[src/rtl/ebpf_seq_ctl.sv]
// eBPF core control sequencer: fetch/decode/pending-handshake state machine,
// instruction pointer, run/halt/error status and the ticks cycle counter.
module ebpf_seq_ctl #(
  parameter int MAX_PGM_WORDS = 4096,
  parameter int PGM_AW        = 12,
  parameter int PEND_TIMEOUT  = 1024,
  parameter int TICKS_W       = 64
) (
  input  logic               sys_clk,
  input  logic               sys_rst,
  input  logic [7:0]         r_ctl,
  output logic [7:0]         r_status,
  output logic [TICKS_W-1:0] ticks,
  output logic [PGM_AW-1:0]  ip,
  output logic [2:0]         state,
  output logic [1:0]         err_code,
  output logic               pgm_req,
  input  logic               pgm_ack,
  input  logic [2:0]         dec_class,
  input  logic               br_taken,
  input  logic [15:0]        br_offset,
  output logic               data_req,
  input  logic               data_ack,
  input  logic               data_err,
  output logic               div_start,
  input  logic               div_done,
  output logic               call_stb,
  input  logic               call_done,
  output logic               wb_en
);

  typedef enum logic [2:0] {
    OP_FETCH     = 3'd0,
    DECODE       = 3'd1,
    DATA_FETCH   = 3'd2,
    DIV_PENDING  = 3'd3,
    CALL_PENDING = 3'd4,
    HALT         = 3'd5
  } state_e;

  localparam logic [2:0] CLS_ALU  = 3'd0;
  localparam logic [2:0] CLS_JMP  = 3'd1;
  localparam logic [2:0] CLS_MEM  = 3'd2;
  localparam logic [2:0] CLS_DIV  = 3'd3;
  localparam logic [2:0] CLS_CALL = 3'd4;
  localparam logic [2:0] CLS_EXIT = 3'd5;
  localparam logic [2:0] CLS_LDDW = 3'd6;

  localparam logic [1:0] ERR_ILLEGAL  = 2'd0;
  localparam logic [1:0] ERR_IP_RANGE = 2'd1;
  localparam logic [1:0] ERR_TIMEOUT  = 2'd2;
  localparam logic [1:0] ERR_DATA     = 2'd3;

  localparam int IPX_W = PGM_AW + 17;
  localparam int CNT_W = $clog2(PEND_TIMEOUT + 1);
  localparam logic [CNT_W-1:0]        PEND_LAST = CNT_W'(PEND_TIMEOUT - 1);
  localparam logic signed [IPX_W-1:0] IP_LIMIT  = IPX_W'(MAX_PGM_WORDS);
  localparam logic signed [IPX_W-1:0] STEP1     = IPX_W'(1);
  localparam logic signed [IPX_W-1:0] STEP2     = IPX_W'(2);

  state_e             state_q, state_d;
  logic [PGM_AW-1:0]  ip_q, ip_d;
  logic [TICKS_W-1:0] ticks_q, ticks_d;
  logic [CNT_W-1:0]   pend_cnt_q, pend_cnt_d;
  logic               run_q;
  logic               err_q, err_d;
  logic [1:0]         err_code_q, err_code_d;

  logic                    active;
  logic                    done_now;
  logic                    advance;
  logic                    commit;
  logic                    halt_req;
  logic                    halt_err;
  logic [1:0]              halt_code;
  logic signed [IPX_W-1:0] off_ext;
  logic signed [IPX_W-1:0] ip_delta;
  logic signed [IPX_W-1:0] ip_target;
  logic                    ip_bad;
  logic                    unused_ctl;

  assign active     = r_ctl[0] & ~sys_rst;
  assign unused_ctl = ^r_ctl[7:1];
  assign off_ext    = {{(IPX_W-16){br_offset[15]}}, br_offset};

  always_comb begin
    ip_delta = STEP1;
    if (state_q == DECODE) begin
      if (dec_class == CLS_LDDW) begin
        ip_delta = STEP2;
      end else if (dec_class == CLS_JMP && br_taken) begin
        ip_delta = off_ext + STEP1;
      end
    end
  end

  // Wide signed sum so that negative or oversized targets are caught instead of wrapping.
  assign ip_target = $signed({{(IPX_W-PGM_AW){1'b0}}, ip_q}) + ip_delta;
  assign ip_bad    = ip_target[IPX_W-1] | (ip_target >= IP_LIMIT);

  always_comb begin
    state_d    = state_q;
    ip_d       = ip_q;
    err_d      = err_q;
    err_code_d = err_code_q;
    pend_cnt_d = pend_cnt_q;
    ticks_d    = ticks_q;
    pgm_req    = 1'b0;
    data_req   = 1'b0;
    div_start  = 1'b0;
    call_stb   = 1'b0;
    wb_en      = 1'b0;
    advance    = 1'b0;
    commit     = 1'b0;
    halt_req   = 1'b0;
    halt_err   = 1'b0;
    halt_code  = ERR_ILLEGAL;
    done_now   = ((state_q == DATA_FETCH)   & data_ack) |
                 ((state_q == DIV_PENDING)  & div_done) |
                 ((state_q == CALL_PENDING) & call_done);

    case (state_q)
      OP_FETCH: begin
        pgm_req = 1'b1;
        if (pgm_ack) state_d = DECODE;
      end
      DECODE: begin
        pend_cnt_d = '0;
        case (dec_class)
          CLS_ALU, CLS_LDDW: begin
            advance = 1'b1;
            commit  = 1'b1;
          end
          CLS_JMP:  advance = 1'b1;
          CLS_MEM:  state_d = DATA_FETCH;
          CLS_DIV: begin
            div_start = 1'b1;
            state_d   = DIV_PENDING;
          end
          CLS_CALL: begin
            call_stb = 1'b1;
            state_d  = CALL_PENDING;
          end
          CLS_EXIT: halt_req = 1'b1;
          default: begin
            halt_req  = 1'b1;
            halt_err  = 1'b1;
            halt_code = ERR_ILLEGAL;
          end
        endcase
      end
      DATA_FETCH, DIV_PENDING, CALL_PENDING: begin
        data_req = (state_q == DATA_FETCH);
        // A bus error outranks a simultaneous ack.
        if (state_q == DATA_FETCH && data_err) begin
          halt_req  = 1'b1;
          halt_err  = 1'b1;
          halt_code = ERR_DATA;
        end else if (done_now) begin
          advance = 1'b1;
          commit  = 1'b1;
        end else if (pend_cnt_q == PEND_LAST) begin
          halt_req  = 1'b1;
          halt_err  = 1'b1;
          halt_code = ERR_TIMEOUT;
        end else begin
          pend_cnt_d = pend_cnt_q + CNT_W'(1);
        end
      end
      default: ;
    endcase

    // An out-of-range target halts without committing the write-back.
    if (advance) begin
      if (ip_bad) begin
        halt_req  = 1'b1;
        halt_err  = 1'b1;
        halt_code = ERR_IP_RANGE;
      end else begin
        ip_d    = ip_target[PGM_AW-1:0];
        wb_en   = commit;
        state_d = OP_FETCH;
      end
    end

    if (halt_req) begin
      state_d = HALT;
      if (halt_err) begin
        err_d      = 1'b1;
        err_code_d = halt_code;
      end
    end

    if (state_q != HALT && ticks_q != '1) ticks_d = ticks_q + TICKS_W'(1);

    // Dropping run abandons everything, including acks arriving in this very cycle.
    if (!active) begin
      state_d    = OP_FETCH;
      ip_d       = '0;
      err_d      = 1'b0;
      err_code_d = ERR_ILLEGAL;
      pend_cnt_d = '0;
      ticks_d    = '0;
      pgm_req    = 1'b0;
      data_req   = 1'b0;
      div_start  = 1'b0;
      call_stb   = 1'b0;
      wb_en      = 1'b0;
    end
  end

  always_ff @(posedge sys_clk) begin
    if (sys_rst) begin
      state_q    <= OP_FETCH;
      ip_q       <= '0;
      ticks_q    <= '0;
      pend_cnt_q <= '0;
      run_q      <= 1'b0;
      err_q      <= 1'b0;
      err_code_q <= ERR_ILLEGAL;
    end else begin
      state_q    <= state_d;
      ip_q       <= ip_d;
      ticks_q    <= ticks_d;
      pend_cnt_q <= pend_cnt_d;
      run_q      <= r_ctl[0];
      err_q      <= err_d;
      err_code_q <= err_code_d;
    end
  end

  assign state    = state_q;
  assign ip       = ip_q;
  assign ticks    = ticks_q;
  assign err_code = err_code_q;
  assign r_status = {5'b00000, err_q, (state_q == HALT), run_q};

endmodule

[config.mk]
export PLATFORM = sky130hd
export DESIGN_NAME = ebpf_seq_ctl
export DESIGN_NICKNAME = d
export VERILOG_FILES = /design/src/rtl/ebpf_seq_ctl.sv
export SDC_FILE = /design/constraint.sdc
export NUM_CORES = 1
export LEC_CHECK = 0
export CORE_MARGIN = 2
export CORE_UTILIZATION = 40
export DETAILED_ROUTE_END_ITERATION = 10
export PLACE_DENSITY_LB_ADDON = 0.2
export SYNTH_ARGS = -nofsm -noshare
export SYNTH_HDL_FRONTEND = slang
export SYNTH_SLANG_ARGS = --single-unit
[constraint.sdc]
create_clock -name sys_clk -period 6.3 [get_ports sys_clk]
set_input_delay 1.26 -clock sys_clk [delete_from_list [all_inputs] [get_ports sys_clk]]
set_output_delay 1.26 -clock sys_clk [all_outputs]
set_load 0.005 [all_outputs]
== Word-level counts from Yosys, hierarchy flattened ==
Cells that the tools add are included.

* Register bits after elaboration: 94
* Logic and storage cells: 105
* Bits of input ports: 35

* Add/subtract/negate cells: 4
* $lt $le $gt $ge: 1
* Muxes and demuxes: 49
* Eq/ne operators: 17
* Reduce and logical (&&, ||, !) cells: 16
* Bitwise operators: 10

{| class="wikitable"
|+ Operators by type and width
! kind !! count
|-
| 29-bit two-way mux || 3
|-
| 64-bit by 1-bit adder with 64-bit output (second input constant) || 1
|-
| 64-bit inequality test (second input constant) || 1
|-
| 11-bit two-way mux || 3
|-
| 13-bit by 29-bit adder with 29-bit output || 1
|-
| 29-bit by 14-bit >= comparator with 1-bit output (second input constant) || 1
|-
| 1-bit two-way mux || 26
|-
| 11-bit case mux with 2 select lines || 1
|-
| 16-bit by 2-bit adder with 17-bit output (second input constant) || 1
|-
| 3-bit == test (second input constant) || 5
|-
| 3-bit by 2-bit == test with 1-bit output (second input constant) || 4
|-
| 2-bit two-way mux || 6
|-
| 3-bit two-way mux || 4
|-
| 11-bit by 1-bit adder with 11-bit output (second input constant) || 1
|-
| 11-bit by 10-bit == test with 1-bit output (second input constant) || 1
|-
| 3-bit case mux with 3 select lines || 1
|-
| 3-bit OR reduction || 3
|-
| 1-bit case mux with 2 select lines || 4
|-
| 7-bit OR reduction || 1
|-
| 3-bit by 1-bit == test with 1-bit output (second input constant) || 2
|-
| 3-bit logical NOT || 2
|-
| 2-bit inequality test (second input constant) || 3
|-
| 3-bit case mux with 2 select lines || 1
|-
| 6-bit OR reduction || 1
|-
| 9 further kinds || 20
|}

== Longest topological paths before layout ==
* Depth in word-level cells: 11
* Mapped depth: 15
* Mapped depth without buffers: 14

== Least setup slack after synthesis ==
Ideal clock, no wire load.

* Path type: input to output
* From: input dec_class[1]
* To: output wb_en
* Arrival time: 4188 ps
* Setup slack: 852 ps
* Stages: 13
* Data required time: 5040 ps
* Path buffers: 2
* Path through: clkbuf_1 or3b_2 or2_2 clkbuf_1 nor2_1 ha_1 a21o_1 or3_1 o2111ai_1 nand3_1 o31a_1 o21bai_1 o211a_1

* Longest elaborated chain between the ends: 11
* Elaborated cells between the ends (all ways): 19

{| class="wikitable"
|+ RTL lines
! what !! line !! source
|-
| start, declared || 19 || <nowiki>input logic [2:0] dec_class,</nowiki>
|-
| 3-bit by 1-bit == test with 1-bit output || 91, 129 ||
|-
| 1-bit logical AND || 91 || <nowiki>end else if (dec_class == CLS_JMP && br_taken) begin</nowiki>
|-
| 29-bit two-way mux || 91 ||
|-
| 29-bit two-way mux || 89 || <nowiki>if (dec_class == CLS_LDDW) begin</nowiki>
|-
| 29-bit two-way mux || 88 || <nowiki>if (state_q == DECODE) begin</nowiki>
|-
| 13-bit by 29-bit adder with 29-bit output || 98 || <nowiki>assign ip_target = $signed({{(IPX_W-PGM_AW){1'b0}}, ip_q}) + ip_delta;</nowiki>
|-
| 29-bit by 14-bit >= comparator with 1-bit output || 99 || <nowiki>assign ip_bad = ip_target[IPX_W-1] | (ip_target >= IP_LIMIT);</nowiki>
|-
| 1-bit bitwise OR || 99 ||
|-
| 1-bit two-way mux || 175 || <nowiki>if (ip_bad) begin</nowiki>
|-
| 1-bit two-way mux (*) || 174 || <nowiki>if (advance) begin</nowiki>
|-
| 1-bit two-way mux (*) || 197 || <nowiki>if (!active) begin</nowiki>
|-
| end, declared || 29 || <nowiki>output logic wb_en</nowiki>
|}

Mark *: on every way between the ends. The rest lies on a longest branch, timed or not.

== Final worst setup path ==
* From: input br_offset[3]
* To: output wb_en

* Longest elaborated chain between the ends: 10

{| class="wikitable"
|+ RTL lines
! what !! line !! source
|-
| start, declared || 21 || <nowiki>input logic [15:0] br_offset,</nowiki>
|-
| 16-bit by 2-bit adder with 17-bit output (*) || 92 || <nowiki>ip_delta = off_ext + STEP1;</nowiki>
|-
| 29-bit two-way mux (*) || 91 ||
|-
| 29-bit two-way mux (*) || 89 ||
|-
| 29-bit two-way mux (*) || 88 ||
|-
| 13-bit by 29-bit adder with 29-bit output (*) || 98 ||
|-
| 29-bit by 14-bit >= comparator with 1-bit output || 99 ||
|-
| 1-bit bitwise OR (*) || 99 ||
|-
| 1-bit two-way mux (*) || 175 ||
|-
| 1-bit two-way mux (*) || 174 ||
|-
| 1-bit two-way mux (*) || 197 ||
|}

Marks and branches as above.

==> flow_metrics.env <==
export IMPL_drc=0
export IMPL_antenna_found_initial=0
export IMPL_grt_pass1_vias=5314
export IMPL_track_usage_pct=19.8
export IMPL_dieWidth_um=124
export IMPL_die_area_sq_mm=0.0155
export IMPL_critPathRequiredTime_ns=5.04
export IMPL_final_common_cell="clkdlybuf4s50_1"
export IMPL_ys_seq_area_share_pct=32.4
export IMPL_worstRegToRegCells=14
export IMPL_fin_skew_ns=0.00872
export IMPL_p_leak_uw=0.00261
export IMPL_ir_drop_v=0.000122
export IMPL_setup_violations=0
export IMPL_crit_arrival_ns=4.85
export IMPL_final_cells=1029
export IMPL_startpoint_type="input port"
export IMPL_fin_crit_sh_pct=97.0
export IMPL_start_util_pct=40.4
export IMPL_cts_tree="built"
export IMPL_core_area_sq_mm=0.0144
export IMPL_drv_slew=0
export IMPL_drt_pass1_iterations=6
export IMPL_dpl_worst_slack_ns=0.0270
export IMPL_overflow=0
export IMPL_cp_end_kind="primary output"
export IMPL_fin_ws_ns=0.189
export IMPL_cts_sinks=94
export IMPL_synth_edff_count=0
export IMPL_synth_top_family_by_area="simple AND/OR/NAND/NOR gates"
export IMPL_cts_root_buf="clkbuf_16"
export IMPL_htreeDepth=3
export IMPL_gp_congestion=0.894
export IMPL_finalPower_uw=1250
export IMPL_grt_max_degree=42
export IMPL_tightest_slew_ns=1.23
export IMPL_die_height_um=124
export IMPL_synth_seq_cells=94
export IMPL_grt_pass1_wl_um=25800
export IMPL_numCtsBuffers=9
export IMPL_clk_path_buf_depth=2
export IMPL_status="completed"
export IMPL_finalNetCount=891
export IMPL_yosysWarnings=0
export IMPL_postSynthCellCount=719
export IMPL_yosys_area_share_simple_pct=32.8
export IMPL_dp_cells=1012
export IMPL_hpwlAfterDp_um=11400
export IMPL_r2r_end="ip[8]"
export IMPL_fillCellCount=1318
export IMPL_rrSetupSlack_ns=2.42
export IMPL_wire_per_inst_um=15.3
export IMPL_finalWirelength_um=15800
export IMPL_hold_end="ip[7]"
export IMPL_area_growth_pct=30.2
export IMPL_drive_gt1_share_pct=8.76
export IMPL_dr_first_iter_drc_count=377
export IMPL_via_per_inst=5.57
export IMPL_final_cell_mix="clkdlybuf4s50_1 (116), nor2_1 (101), dfxtp_1 (94)"
export IMPL_min_path_cells=2
export IMPL_tns_ns=0
export IMPL_power_density_mw_per_mm2=165
export IMPL_finalHoldViolCount=0
export IMPL_ant_nets=0
export IMPL_ys_async_sr_fraction_pct=0
export IMPL_min_path_type="reg -> reg"
export IMPL_io_pins=129
export IMPL_synth_area_sq_mm=0.00580
export IMPL_r2r_start="state[0]"
export IMPL_ys_flop_type="dfxtp_1"
export IMPL_min_from="ip[7]"
export IMPL_critPathKind="in -> out"
export IMPL_synthAdderAreaFrac_pct=3.58
export IMPL_fin_crit_ns=6.11
export IMPL_row_count=44
export IMPL_cap_violations=0
export IMPL_synth_compound_area_share_pct=13.2
export IMPL_clk_pin_slew_worst_paths_ns=0.07
export IMPL_clk_insertion_delay_late_ns=0.35
export IMPL_synth_xor_area_share_pct=11.3
export IMPL_cp_max_fo=4
export IMPL_synthDistinctLibCells=75
export IMPL_route_vias_total=5730
export IMPL_fin_util_pct=52.6
export IMPL_muxShareOfSynthArea_pct=1.92
export IMPL_max_slew_margin_rel_pct=17.9
export IMPL_port_buffers=116
export IMPL_antennaDiodeCount=0
export IMPL_max_freq_mhz=164
export IMPL_avgSynthCellArea_sq_um=8.07
-- kinds of logic after synthesis --
logic type                 after synthesis
and+or+nand+nor                        355
AOI/OAI and AO/OA                      108
DFF                                     94
xor gates and xnor gates                75
buffers and inverters                   59
adders and majority gates               16
muxes                                   11
other                                    1
-- timing repair --
item,CTS,global route
resized for setup,0,10
hold buffers,0,0
setup buffers,0,1
endpoints found under the setup margin,0,1
-- area by class of cell --
type | count | area (sq um) | share of cell area (%)
Tap cell | 184 | 230 | 3.05
Inverter | 21 | 78.8 | 1.04
Sequential cell | 94 | 1880 | 24.9
Clock inverter | 3 | 42.5 | 0.563
Multi-Input combinational cell | 570 | 3690 | 48.9
Timing Repair Buffer | 144 | 1370 | 18.1
Clock buffer | 13 | 260 | 3.44
-- cells in the mapped netlist, types with 8 or more instances --
library cell	number	area share, %
xor2_1	21	3.2
nand4_1	30	3.2
inv_1	20	1.3
nand3_1	25	2.2
mux2i_1	10	1.7
and4_1	16	2.4
a21oi_1	20	1.7
nand2_1	59	3.8
a211oi_1	11	1.4
or3_1	12	1.3
xnor2_1	54	8.1
nor3b_1	8	1.0
nor4_1	17	1.8
dfxtp_1	94	32
and3_1	14	1.5
ha_1	15	3.2
nor2_1	102	6.6
o21ai_0	21	1.8
nor3_1	26	2.2
clkbuf_1	24	1.6
-- through the flow --
step           hold slack (ns)  cell area [sq um]
4_1_cts                  0.488               7520
3_3_place_gp             0.461               7220
2_1_floorplan            0.468               5820
5_1_grt                  0.505               7560
6_report                 0.484               7560
3_5_place_dp             0.475               7220
-- metal layers --
layer	routed length, um	GRT usage [%]	vias up
li1	-	-	2834
met1	7660	27.8	2722
met2	7120	30.5	156
met3	741	3.35	18
met4	242	7.01	0
met5	0	0	-
-- state kept, by name (all words and copies together) (netlist names) --
name and cells:
err_code 2, ticks 64, ip 12, err_q 1
state 3, run_q 1, pend_cnt_q 11
-- power breakdown --
| part | switching, uW | total [uW] | internal [uW] |
|---|---|---|---|
| Combinational | 44.6 | 82.8 | 38.2 |
| Sequential | 3.49 | 600 | 596 |
| Clock | 237 | 567 | 329 |
-- critical path, cell delays in order --
cell and delay, ns:
clkdlybuf4s50_1 0.54, nand4_1 0.14, or2_2 0.35, nor2_1 0.14, xnor2_1 0.14, nor2_1 0.06, ha_1 0.30, buf_4 0.13
and3_1 0.21, a21boi_0 0.23, o2111ai_1 0.17, o31a_1 0.33, o21bai_2 0.17, o211a_1 0.18, clkdlybuf4s50_1 0.49
-- worst max path at each step --
| stage | start | endpoint | slack (ns) |
|---|---|---|---|
| final | br_offset[3] | wb_en | 0.19 |
| after global placement | br_taken | wb_en | 0.04 |
| after CTS | br_taken | wb_en | 0.008 |
| after floorplan | dec_class[1] | wb_en | 0.85 |
| after detailed placement | br_offset[0] | wb_en | 0.03 |
| after global routing | br_offset[3] | wb_en | -0.02 |
Note: power is estimated with default switching activity, not from simulation.
